$ cat config.mk
export PLATFORM = sky130hd
export DESIGN_NAME = sng_rr_scheduler
export DESIGN_NICKNAME = d
export VERILOG_FILES = /design/src/rtl/sng_rr_scheduler.sv
export SDC_FILE = /design/constraint.sdc
export NUM_CORES = 1
export LEC_CHECK = 0
export ABC_AREA = 1
export BUFFER_PORTS_ARGS = -buffer_cell sky130_fd_sc_hd__buf_2
export CORE_ASPECT_RATIO = 1.4
export CORE_MARGIN = 2
export CORE_UTILIZATION = 29
export CTS_BUF_LIST = sky130_fd_sc_hd__clkbuf_4 sky130_fd_sc_hd__clkbuf_8
export DETAILED_ROUTE_END_ITERATION = 10
export PLACE_DENSITY_LB_ADDON = 0.25
export SLEW_MARGIN = 10
export SYNTH_ARGS = -nofsm -noshare
export SYNTH_HDL_FRONTEND = slang
export SYNTH_SLANG_ARGS = --single-unit
$ cat constraint.sdc
create_clock -name clk -period 8.1 [get_ports clk]
set_clock_uncertainty 0.2 [all_clocks]
set_input_delay 1.62 -clock clk [delete_from_list [all_inputs] [get_ports clk]]
set_output_delay 1.62 -clock clk [all_outputs]
set_load 0.02 [all_outputs]
$ cat src/rtl/sng_rr_scheduler.sv
// Round-robin scheduler sharing one combinational Weyl SNG among NREQ
// requesters. The accepted sample is converted to a BITSTREAM-bit stream,
// tagged with its requester index and ones-count, and held in a single-entry
// output register.

// Combinational Weyl stochastic number generator.
// A signed QUANT-bit sample is offset to unsigned and scaled (rounded) to a
// ones-count s. Bits BASE + k*STRIDE (mod BITSTREAM) are then set for k < s.
module sng_weyl #(
    parameter int BITSTREAM = 64,
    parameter int BASE      = 2,
    parameter int STRIDE    = 17,
    parameter int QUANT     = 8
) (
    input  logic [QUANT-1:0]           sample,
    output logic [BITSTREAM-1:0]       bits,
    output logic [$clog2(BITSTREAM):0] ones
);
    localparam int BW = $clog2(BITSTREAM);
    localparam int OW = BW + 1;
    // Holds u*BITSTREAM plus the rounding term without overflow.
    localparam int PW = QUANT + OW;

    logic [QUANT-1:0] u;
    logic [PW-1:0]    prod;

    // Offset-binary conversion, then round(u * BITSTREAM / 2^QUANT).
    always_comb begin
        u    = {~sample[QUANT-1], sample[QUANT-2:0]};
        prod = PW'(u) * PW'(BITSTREAM) + PW'(2 ** (QUANT - 1));
        ones = OW'(prod >> QUANT);
    end

    // Set the first 'ones' positions of the Weyl sequence.
    always_comb begin
        bits = '0;
        for (int k = 0; k < BITSTREAM; k++) begin
            if (OW'(k) < ones) begin
                bits[BW'((BASE + k * STRIDE) % BITSTREAM)] = 1'b1;
            end
        end
    end
endmodule

// Handshake: a result transfers on any rising edge where oValid && iReady.
// While oValid && !iReady the output fields are held stable. A requester
// holds iReq[i] (with stable data) until oAck[i]; oAck is combinational and
// fires only in the cycle the sample is captured.
module sng_rr_scheduler #(
    parameter int NREQ      = 4,
    parameter int BITSTREAM = 64,
    parameter int BASE      = 2,
    parameter int STRIDE    = 17,
    parameter int QUANT     = 8
) (
    input  logic                         clk,
    input  logic                         rst_n,
    input  logic [NREQ-1:0]              iReq,
    input  logic [NREQ*QUANT-1:0]        iData,
    output logic [NREQ-1:0]              oAck,
    output logic                         oValid,
    input  logic                         iReady,
    output logic [BITSTREAM-1:0]         oBitstream,
    output logic [$clog2(NREQ)-1:0]      oId,
    output logic [$clog2(BITSTREAM):0]   oOnes,
    output logic [$clog2(NREQ)-1:0]      dbg_ptr
);
    localparam int IDW = $clog2(NREQ);
    localparam int OW  = $clog2(BITSTREAM) + 1;

    function automatic int gcd_f(input int a, input int b);
        int x;
        int y;
        int t;
        x = a;
        y = b;
        while (y != 0) begin
            t = x % y;
            x = y;
            y = t;
        end
        return x;
    endfunction

    localparam int STRIDE_GCD = gcd_f(STRIDE, BITSTREAM);

    function automatic logic [IDW-1:0] wrap_add(input logic [IDW-1:0] a, input int b);
        return IDW'((int'(a) + b) % NREQ);
    endfunction

    logic [IDW-1:0]       ptr;
    logic [IDW-1:0]       grant;
    logic                 any_req;
    logic                 free;
    logic                 accept;
    logic [QUANT-1:0]     sample;
    logic [BITSTREAM-1:0] sng_bits;
    logic [OW-1:0]        sng_ones;

    // Round-robin search: first requester at or after ptr, wrapping.
    always_comb begin
        grant   = '0;
        any_req = 1'b0;
        for (int k = 0; k < NREQ; k++) begin
            if (!any_req && iReq[wrap_add(ptr, k)]) begin
                any_req = 1'b1;
                grant   = wrap_add(ptr, k);
            end
        end
    end

    // Slot is free when empty or being drained this cycle; ack the winner.
    always_comb begin
        free   = !oValid || iReady;
        accept = free && any_req;
        oAck   = '0;
        if (accept) begin
            oAck[grant] = 1'b1;
        end
        sample = iData[int'(grant) * QUANT +: QUANT];
    end

    sng_weyl #(
        .BITSTREAM (BITSTREAM),
        .BASE      (BASE),
        .STRIDE    (STRIDE),
        .QUANT     (QUANT)
    ) u_sng (
        .sample (sample),
        .bits   (sng_bits),
        .ones   (sng_ones)
    );

    // Output register and pointer: reload on accept, clear valid on a bare drain.
    always_ff @(posedge clk or negedge rst_n) begin
        if (!rst_n) begin
            oValid     <= 1'b0;
            oBitstream <= '0;
            oId        <= '0;
            oOnes      <= '0;
            ptr        <= '0;
        end else if (accept) begin
            oValid     <= 1'b1;
            oBitstream <= sng_bits;
            oId        <= grant;
            oOnes      <= sng_ones;
            ptr        <= wrap_add(grant, 1);
        end else if (iReady) begin
            oValid     <= 1'b0;
        end
    end

    assign dbg_ptr = ptr;

    // A non-coprime stride would revisit positions and lose ones.
    a_stride_coprime: assert property (@(posedge clk) STRIDE_GCD == 1);

    // Held result must not move under backpressure.
    a_hold_stable: assert property (@(posedge clk) disable iff (!rst_n)
        (oValid && !iReady) |=> (oValid && $stable(oBitstream) && $stable(oId) && $stable(oOnes)));

    // At most one ack per cycle.
    a_ack_onehot: assert property (@(posedge clk) disable iff (!rst_n) $onehot0(oAck));
endmodule

==> flow_summary.json <==
{
  "grt_overflow_total": 0,
  "number_of_synthesized_register_bits": 44,
  "floorplan.die_area_um2": 12100,
  "floorplan.initialDensity": 0.299,
  "final_cells": 696,
  "timing.max_slew.rel_slack": 0.349,
  "die_h_um": 129,
  "multi_input_area_um2": 1730,
  "ctsHoldBuffers": 0,
  "worst_pin_slew_ns": 0.977,
  "timing.critical_path.slowest_stage_cell": "sky130_fd_sc_hd__nand3_4",
  "grt_pass1_wl_um": 13600,
  "final-seq-area_um2": 1100,
  "std_cell_rows": 45,
  "layout_common_cells": "sky130_fd_sc_hd__nand2_1 (176), sky130_fd_sc_hd__buf_2 (82), sky130_fd_sc_hd__nand3_1 (58), sky130_fd_sc_hd__inv_1 (50), sky130_fd_sc_hd__dfrtp_1 (44)",
  "critPathRequiredTime_ns": 6.28,
  "worst-r2r-setup-slack_ns": 4.42,
  "largest_fanout_on_the_critical_path": 19,
  "layout_cells_sized_above_1": 0.252,
  "outcome": "complete, no violations",
  "worst_setup_hold_path_clk_slew_ns": 0.08,
  "totalWireLength_um": 8140,
  "floorplan.io_pins": 119,
  "pin_count_of_the_biggest_net_entering_global_routing": 50,
  "timing.hold.worst.start": "oOnes[6]",
  "final_common_cell": "sky130_fd_sc_hd__nand2_1",
  "ctsRootBufferMaster": "sky130_fd_sc_hd__clkbuf_8",
  "detailroute.via_count": 3040,
  "critPathCaptureType": "output port",
  "finalCritPeriodShare": 0.646,
  "synth-warning-count": 0,
  "finalCriticalPeriod_ns": 5.23,
  "netlist_instances": 478,
  "clkSinkCount": 44,
  "max_stage_delay_ns": 0.34,
  "insertion_delay_ns": 0.29,
  "cp-start-kind": "primary input",
  "hold_viol_final": 0,
  "max_cap_violations": 0,
  "final_net_count": 598,
  "final_max_slew_violation_count": 0,
  "dp_hpwl_um": 6370,
  "synth_area_per_cell_um2": 6.82,
  "yosys.cell_types.count": 28,
  "fmaxAchievable_ghz": 0.191,
  "route.detailed.wl_per_inst_um": 11.7,
  "synth.cell_area_um2": 3260,
  "antenna_diodes": 0,
  "detail_route.drc_violations": 0,
  "postRouteAntennaNets": 0,
  "cp_cell_sequence": "buf_2, inv_1, nand2_1, nand3_1, nand2_2, nor2_4, nand3_2, nand3_4, inv_2, ha_1, inv_1, nor2_1, buf_2",
  "first_global_vias": 2786,
  "cts_tree": "yes",
  "synth_sequential_area_ratio": 0.338,
  "hold_class": "reg -> reg",
  "die_width_um": 93.6,
  "setup_viol": 0,
  "drt_pass_1_iters": 6,
  "areaGrowthSynthToFinish_pct": 14.8,
  "numCtsBuffers": 5,
  "h-tree-depth": 2,
  "cp.arrival_ns": 3.41,
  "drtIter0Drc": 127,
  "cts.repair.resized": 0,
  "antenna_found_initial": 0,
  "numPlacedInstances": 688,
  "setup_tns_ns": 0,
  "timing.setup.critical_path_class": "in -> out",
  "rsz_0062_raised_after_global_routing": "false",
  "regToRegStartpoint": "dbg_ptr[0]",
  "drt-vias-per-instance": 4.37,
  "post_cts.repair.setup_buffers": 0,
  "groute.usage.overall": 0.137,
  "ctsLongestPathBuffers": 2,
  "final.fill_count": 1256,
  "io_buffers": 82,
  "core_area_um2": 10900,
  "launch_point_of_the_worst_path": "iReq[1]",
  "gp_routability_congestion": 0.895
}
## layer usage
layer | wire length, µm | global-route usage | vias to the layer above
met5 | 0 | 0 | -
met4 | 82 | 0.0332 | 0
met3 | 410 | 0.0163 | 8
met2 | 4020 | 0.245 | 92
met1 | 3620 | 0.175 | 1359
li1 | - | - | 1581
## sequential cells by signal (all words and copies together) (netlist names)
| signal | count |
|---|---|
| dbg_ptr | 2 |
| oId | 2 |
| oValid | 1 |
| oOnes | 7 |
| oBitstream | 32 |
## logic make-up after synthesis
| kind of cell | synth area share |
|---|---|
| AND/OR/NAND/NOR | 0.439 |
| buffers and inverters | 0.168 |
| flip-flops | 0.338 |
| AO/OA/AOI/OAI | 0.0345 |
| adder cells (fa/ha/maj) | 0.0192 |
| other | 0.00115 |
## layout make-up
class,instances,area share
clock buffers,7,0.0241
flip-flops and latches,44,0.294
inverters,58,0.0595
repair buffers,83,0.112
well taps,141,0.0471
multi-input cells,362,0.462
clock inverters,1,0.00201
## final timing paths
| check | depth (start not counted) | endpoint |
|---|---|---|
| setup reg to reg | 18 | oBitstream[14] |
| min in group asynchronous | 1 | oBitstream[1] |
| setup / recovery | 13 | oAck[1] |
| hold / removal | 2 | oOnes[6] |
| hold reg to reg | 2 | oOnes[6] |
| max in group asynchronous | 1 | oOnes[1] |
## critical path: cells and delay by family
family,cells,cell delay [ns]
simple gates,7,1.12
buf+inv,5,0.47
fa+ha+maj,1,0.19
## through the flow
step | utilization | hold slack [ns] | area [µm²] | setup WS, ns
after detailed placement | 0.334 | 0.263 | 3650 | 2.88
after global routing | 0.343 | 0.302 | 3740 | 2.63
after floorplan | - | 0.391 | 3380 | 3.26
after global placement | 0.334 | 0.261 | 3650 | 2.90
final | 0.343 | 0.277 | 3740 | 2.87
after CTS | 0.343 | 0.286 | 3740 | 2.87
## Yosys cell counts
library cell / number / area [µm²]
sky130_fd_sc_hd__dfrtp_1: 44 / 1100
sky130_fd_sc_hd__a22oi_1: 1 / 7.51
sky130_fd_sc_hd__clkinv_1: 1 / 3.75
sky130_fd_sc_hd__ha_1: 5 / 62.6
sky130_fd_sc_hd__o21ai_0: 8 / 40.0
sky130_fd_sc_hd__buf_2: 2 / 10.0
sky130_fd_sc_hd__nand3_4: 2 / 35.0
sky130_fd_sc_hd__nor2_4: 5 / 56.3
sky130_fd_sc_hd__conb_1: 1 / 3.75
sky130_fd_sc_hd__nand4_1: 12 / 75.1
sky130_fd_sc_hd__nor2_2: 4 / 25.0
sky130_fd_sc_hd__nor2_1: 20 / 75.1
sky130_fd_sc_hd__nand2_4: 3 / 33.8
sky130_fd_sc_hd__buf_4: 35 / 263
sky130_fd_sc_hd__nand3_1: 58 / 290
sky130_fd_sc_hd__clkbuf_1: 5 / 18.8
sky130_fd_sc_hd__nand2_1: 176 / 661
sky130_fd_sc_hd__inv_2: 6 / 22.5
sky130_fd_sc_hd__nand2_2: 21 / 131
sky130_fd_sc_hd__nand3_2: 5 / 50.1
sky130_fd_sc_hd__inv_1: 50 / 188
sky130_fd_sc_hd__a21oi_1: 4 / 20.0
sky130_fd_sc_hd__o21ai_1: 1 / 5.00
sky130_fd_sc_hd__o21ai_2: 2 / 17.5
sky130_fd_sc_hd__o211ai_1: 2 / 15.0
sky130_fd_sc_hd__inv_6: 1 / 8.76
sky130_fd_sc_hd__buf_6: 3 / 33.8
sky130_fd_sc_hd__o21bai_1: 1 / 7.51
Power is left out: the tool's default activity adds up to more than one toggle a clock period on the data nets, which glitch-free logic cannot reach.
